`src/rtl/mem_arbiter_pkg.sv`:
```
// ============================================================================
// Module      : mem_arbiter_pkg
// Description : Shared encodings and defaults for the fetch/data memory arbiter.
// Revision    : 1.0 - initial release
// ============================================================================
`default_nettype none

package mem_arbiter_pkg;

    localparam int unsigned MEM_LAT_DEFAULT    = 1;
    localparam int unsigned STARVE_MAX_DEFAULT = 4;
    localparam int unsigned CNT_W              = 4;

    typedef enum logic [0:0] {
        ST_IDLE = 1'b0,
        ST_BUSY = 1'b1
    } state_e;

    typedef enum logic [0:0] {
        OWN_FETCH = 1'b0,
        OWN_DATA  = 1'b1
    } owner_e;

endpackage

`default_nettype wire

```
`src/rtl/mem_arbiter_starve_counter.sv`:
```
// ============================================================================
// Module      : mem_arbiter_starve_counter
// Description : Counts data grants taken while a fetch is waiting; flags when
//               the fetch must be given priority.
// Revision    : 1.0 - initial release
// ============================================================================
`default_nettype none

module mem_arbiter_starve_counter
    import mem_arbiter_pkg::*;
#(
    parameter int unsigned STARVE_MAX = STARVE_MAX_DEFAULT
)(
    input  logic clk,
    input  logic rst,
    input  logic if_req_i,
    input  logic fetch_gnt_i,
    input  logic data_gnt_i,
    output logic at_max_o
);

    localparam logic [CNT_W-1:0] MAX_C = CNT_W'(STARVE_MAX);

    logic [CNT_W-1:0] cnt_q;
    logic [CNT_W-1:0] cnt_d;

    always_comb begin
        cnt_d = cnt_q;
        if (fetch_gnt_i || !if_req_i) begin
            cnt_d = '0;
        end else if (data_gnt_i && (cnt_q != MAX_C)) begin
            cnt_d = cnt_q + CNT_W'(1);
        end
    end

    always_ff @(posedge clk) begin
        if (rst) begin
            cnt_q <= '0;
        end else begin
            cnt_q <= cnt_d;
        end
    end

    assign at_max_o = (cnt_q == MAX_C);

endmodule

`default_nettype wire

```
`src/rtl/mem_arbiter.sv`:
```
// ============================================================================
// Module      : mem_arbiter
// Description : Two-requester (fetch/data) arbiter in front of a single-port
//               memory with fixed read latency; one access in flight.
// Revision    : 1.0 - initial release
// ============================================================================
`default_nettype none

module mem_arbiter
    import mem_arbiter_pkg::*;
#(
    parameter int unsigned MEM_LAT    = MEM_LAT_DEFAULT,
    parameter int unsigned STARVE_MAX = STARVE_MAX_DEFAULT
)(
    input  logic        clk,
    input  logic        rst,
    input  logic        if_req,
    input  logic [31:0] if_addr,
    output logic        if_gnt,
    output logic        if_valid,
    output logic [31:0] if_rdata,
    input  logic        d_rd,
    input  logic        d_wr,
    input  logic [31:0] d_addr,
    input  logic [31:0] d_wdata,
    output logic        d_gnt,
    output logic        d_valid,
    output logic [31:0] d_rdata,
    output logic [31:0] mem_addr,
    output logic [31:0] mem_wdata,
    output logic        mem_rd_en,
    output logic        mem_wr_en,
    input  logic [31:0] mem_rdata
);

    localparam logic [CNT_W-1:0] LAT_INIT = CNT_W'(MEM_LAT);

    state_e           state_q,    state_d;
    owner_e           owner_q,    owner_d;
    logic [CNT_W-1:0] lat_cnt_q,  lat_cnt_d;
    logic             is_wr_q,    is_wr_d;
    logic [31:0]      addr_q,     addr_d;
    logic [31:0]      wdata_q,    wdata_d;
    logic             if_gnt_q,   if_gnt_d;
    logic             d_gnt_q,    d_gnt_d;
    logic             if_valid_q, if_valid_d;
    logic             d_valid_q,  d_valid_d;
    logic [31:0]      if_rdata_q, if_rdata_d;
    logic [31:0]      d_rdata_q,  d_rdata_d;
    logic             rd_en_q,    rd_en_d;
    logic             wr_en_q,    wr_en_d;

    logic w_d_req;
    logic w_starve_max;
    logic w_fetch_pick;
    logic w_accept;

    assign w_d_req      = d_rd | d_wr;
    // Data normally wins; a waiting fetch wins once it has been starved long enough.
    assign w_fetch_pick = if_req & (w_starve_max | ~w_d_req);
    assign w_accept     = (state_q == ST_IDLE) & (if_req | w_d_req);

    mem_arbiter_starve_counter #(
        .STARVE_MAX (STARVE_MAX)
    ) u_starve (
        .clk         (clk),
        .rst         (rst),
        .if_req_i    (if_req),
        .fetch_gnt_i (w_accept & w_fetch_pick),
        .data_gnt_i  (w_accept & ~w_fetch_pick),
        .at_max_o    (w_starve_max)
    );

    always_comb begin
        state_d    = state_q;
        owner_d    = owner_q;
        lat_cnt_d  = lat_cnt_q;
        is_wr_d    = is_wr_q;
        addr_d     = addr_q;
        wdata_d    = wdata_q;
        if_gnt_d   = 1'b0;
        d_gnt_d    = 1'b0;
        if_valid_d = 1'b0;
        d_valid_d  = 1'b0;
        if_rdata_d = if_rdata_q;
        d_rdata_d  = d_rdata_q;
        rd_en_d    = rd_en_q;
        wr_en_d    = wr_en_q;

        case (state_q)
            ST_IDLE: begin
                if (w_accept) begin
                    state_d   = ST_BUSY;
                    lat_cnt_d = LAT_INIT;
                    if (w_fetch_pick) begin
                        owner_d  = OWN_FETCH;
                        is_wr_d  = 1'b0;
                        addr_d   = if_addr;
                        wdata_d  = '0;
                        if_gnt_d = 1'b1;
                        rd_en_d  = 1'b1;
                        wr_en_d  = 1'b0;
                    end else begin
                        owner_d = OWN_DATA;
                        is_wr_d = d_wr;
                        addr_d  = d_addr;
                        wdata_d = d_wr ? d_wdata : '0;
                        d_gnt_d = 1'b1;
                        rd_en_d = ~d_wr;
                        wr_en_d = d_wr;
                    end
                end
            end
            ST_BUSY: begin
                lat_cnt_d = lat_cnt_q - CNT_W'(1);
                if (lat_cnt_q == CNT_W'(1)) begin
                    state_d = ST_IDLE;
                    rd_en_d = 1'b0;
                    wr_en_d = 1'b0;
                    if (owner_q == OWN_FETCH) begin
                        if_valid_d = 1'b1;
                        if_rdata_d = mem_rdata;
                    end else begin
                        d_valid_d = 1'b1;
                        if (!is_wr_q) begin
                            d_rdata_d = mem_rdata;
                        end
                    end
                end
            end
            default: state_d = ST_IDLE;
        endcase
    end

    always_ff @(posedge clk) begin
        if (rst) begin
            state_q    <= ST_IDLE;
            owner_q    <= OWN_FETCH;
            lat_cnt_q  <= '0;
            is_wr_q    <= 1'b0;
            addr_q     <= '0;
            wdata_q    <= '0;
            if_gnt_q   <= 1'b0;
            d_gnt_q    <= 1'b0;
            if_valid_q <= 1'b0;
            d_valid_q  <= 1'b0;
            if_rdata_q <= '0;
            d_rdata_q  <= '0;
            rd_en_q    <= 1'b0;
            wr_en_q    <= 1'b0;
        end else begin
            state_q    <= state_d;
            owner_q    <= owner_d;
            lat_cnt_q  <= lat_cnt_d;
            is_wr_q    <= is_wr_d;
            addr_q     <= addr_d;
            wdata_q    <= wdata_d;
            if_gnt_q   <= if_gnt_d;
            d_gnt_q    <= d_gnt_d;
            if_valid_q <= if_valid_d;
            d_valid_q  <= d_valid_d;
            if_rdata_q <= if_rdata_d;
            d_rdata_q  <= d_rdata_d;
            rd_en_q    <= rd_en_d;
            wr_en_q    <= wr_en_d;
        end
    end

    // Latched address/data are only presented while an access is in flight.
    assign mem_addr  = (state_q == ST_BUSY) ? addr_q  : '0;
    assign mem_wdata = (state_q == ST_BUSY) ? wdata_q : '0;
    assign mem_rd_en = rd_en_q;
    assign mem_wr_en = wr_en_q;
    assign if_gnt    = if_gnt_q;
    assign d_gnt     = d_gnt_q;
    assign if_valid  = if_valid_q;
    assign d_valid   = d_valid_q;
    assign if_rdata  = if_rdata_q;
    assign d_rdata   = d_rdata_q;

endmodule

`default_nettype wire

```
`config.mk`:
```
export PLATFORM = sky130hd
export DESIGN_NAME = mem_arbiter
export DESIGN_NICKNAME = d
export VERILOG_FILES = /design/src/rtl/mem_arbiter_pkg.sv /design/src/rtl/mem_arbiter_starve_counter.sv /design/src/rtl/mem_arbiter.sv
export SDC_FILE = /design/constraint.sdc
export NUM_CORES = 1
export LEC_CHECK = 0
export ABC_AREA = 1
export CAP_MARGIN = 10
export CORE_UTILIZATION = 35
export CTS_CLUSTER_SIZE = 16
export DETAILED_ROUTE_END_ITERATION = 10
export PLACE_DENSITY = 0.69
export SYNTH_ARGS = -nofsm -noshare
export SYNTH_HDL_FRONTEND = slang
export SYNTH_SLANG_ARGS = --single-unit
```
`constraint.sdc`:
```
create_clock -name clk -period 2.6 [get_ports clk]
set_input_delay 0.26 -clock clk [delete_from_list [all_inputs] [get_ports clk]]
set_output_delay 0.26 -clock clk [all_outputs]
set_load 0.02 [all_outputs]
```
==> metrics.cfg <==
[status]
status=complete, no violations

[run]
cap_viol_max_count=0

[worst_setup_path]
critPathArrivalTime_ns=1.99
end_kind=output pin
ff2ff_path_depth=8
start_kind=flop
worstPathMaxFanout=64
cp.required_ns=2.34
critical_path_class=flop to output pin

[sta]
finClkSkew_ns=0.00693
worst_slew_margin_rel_pct=65.3
setup_viol_count_final=0
hold_violations=0
tightest_slew_ns=0.521
fin_crit_ns=2.25
fin_ws_ns=0.354
period_share_pct=86.4
finalSetupTns_ns=0
fmax_mhz=445
final-max-slew-violation-count=0
rsz0062_at_grt=no

[routing]
drt-total-wl_mm=18.8
wl_per_cell_um=14.0
antenna_left=0
vias=6248
drc_errors=0
drtIter0Drc=269
drt_pass1_iterations=4
vias_per_cell=4.64

[pwr]
p_leak_nw=4.48
ir_drop_uv=529
p_int_w=0.00450
p_switching_w=0.00158
power.share.switching_pct=26.0
pwr-share-comb_pct=17.1
seqPwrFrac_pct=40.1
finalPower_w=0.00608
clkPwrFrac_pct=42.8
power_density_nw_per_um2=631

[cells_and_area]
area_delta_synth_final_pct=54.6
mostFrequentLayoutCells=265 x clkdlybuf4s50_1, 234 x nand2_1, 144 x dfxtp_1, 134 x nor2_1, 84 x inv_1
final_cell_area_um2=9630
num-fill-cells=1665
final_common_cell=clkdlybuf4s50_1
drive_above_1_share_pct=7.57
final_nets=1247
antenna_cells=0

[floorplanning]
die_area_um2=18300
fp.coreArea_um2=17400
row_count=48
die_height_um=135
start_util_pct=35.9
io_pins=267
die-width_um=135

[worst_hold_path]
whs_path_depth=6
hold_path_class=input port to flop

[clock_network]
root_buffer=clkbuf_16
cts_setup_buffers=0
insertion_delay_ns=0.42
cts_max_level=4
cts_resized=0
cts_buffers=17
path_clk_slew_ns=0.06
holdBufCountCts=0
cts_tree=done
cts.sinks=145
cts.path.max_buffers=2

[logic_synthesis]
synthDistinctLibCells=29
syn_nets=1006
avgSynthCellArea_um2=7.17
syn-cell-area_um2=6230
ys_seq_area_share_pct=46.6
syn-instance-count=869
yosysWarnings=0
synth_seq_cells=145

[global_route]
grt_pass1_wl_mm=29.8
grt_pass1_vias=6012
overflow=0
antenna_found_initial=0
grt_use_total_pct=20.9
grt_max_degree=101

[placement]
dpl.hpwl_mm=12.9
port_buffers=266
gp_congestion=0.815
dpl_cell_area_um2=9000
pre_cts_slack_ns=0.446

-- state kept, by name, summed over array words and instances (netlist names), 4 cells and up --
register	count
addr_q	32
d_rdata	32
if_rdata	32
lat_cnt_q	4
u_starve.cnt_q	4
wdata_q	32
-- power groups by stage --
| stage | combinational (W) | sequential [W] | clock (W) |
|---|---|---|---|
| after floorplan | 0.000468 | 0.00255 | 0 |
| after global placement | 0.00104 | 0.00249 | 0 |
| after detailed placement | 0.00105 | 0.00249 | 0 |
| after CTS | 0.00105 | 0.00244 | 0.00266 |
| after global routing | 0.00113 | 0.00246 | 0.00276 |
| final | 0.00104 | 0.00244 | 0.00260 |
-- routing by layer --
metal / global-route usage [%] / vias up / wire length, µm
met5: 0 / - / 0
met4: 8.30 / 0 / 409
met3: 8.31 / 28 / 2010
met2: 35.2 / 225 / 8580
met1: 23.5 / 2811 / 7830
li1: - / 3184 / -
-- cell type report --
type / instances / area (µm²) / area share [%]
Timing Repair Buffer: 281 / 2830 / 29.4
Clock inverter: 12 / 180 / 1.87
Clock buffer: 20 / 447 / 4.64
Inverter: 89 / 334 / 3.47
Sequential cell: 145 / 2900 / 30.2
Tap cell: 225 / 282 / 2.92
Multi-Input combinational cell: 576 / 2650 / 27.5
-- worst max-delay path: stages (launching register included) --
cell and delay (ns):
dfxtp_2 0.43, buf_12 0.31, nand2_1 0.10, inv_1 0.07, clkdlybuf4s50_1 0.62
-- cell families after synthesis --
logic type | count (synthesis) | synth area share (%)
AO/OA/AOI/OAI | 75 | 6.27
XOR/XNOR | 3 | 0.422
adder cells (fa/ha/maj) | 4 | 0.803
buffers and inverters | 148 | 10.9
flip-flops | 145 | 46.6
AND/OR/NAND/NOR | 494 | 35.0
-- path summary, 6_finish.rpt --
path	start	end	slack, ns
worst max-delay path	state_q$_SDFF_PP0_	mem_wdata[20]	0.35
worst min-delay path	d_wr	lat_cnt_q[1]$_SDFFE_PP0P_	0.36
worst max register to register	state_q$_SDFF_PP0_	addr_q[1]$_SDFFE_PP0P_	0.75
worst min register to register	addr_q[24]$_SDFFE_PP0P_	addr_q[24]$_SDFFE_PP0P_	0.45
-- cell usage after synthesis (all sizes together) --
cell type  instances  area share, %
nand2            238             15
dfxtp            145             47
nor2             140            9.1
nand3             93            9.1
inv               89            5.4
o21ai             66            5.3
buf               40            4.4
clkbuf            19            1.1
nand4             18            1.8
a21oi              7           0.74
ha                 4           0.80
nor3               3           0.24
xor2               3           0.42
or2                2           0.20
o211ai             1           0.12
o22ai              1           0.10
-- metrics by stage --
step	instances	util, %	hold slack [ns]
floorplan	869	-	0.373
finish	1348	55.5	0.361
global placement	1316	51.9	0.437
global route	1348	55.5	0.381
CTS	1348	55.5	0.349
detailed placement	1316	51.9	0.438
Power figures use the tool's default switching activity.
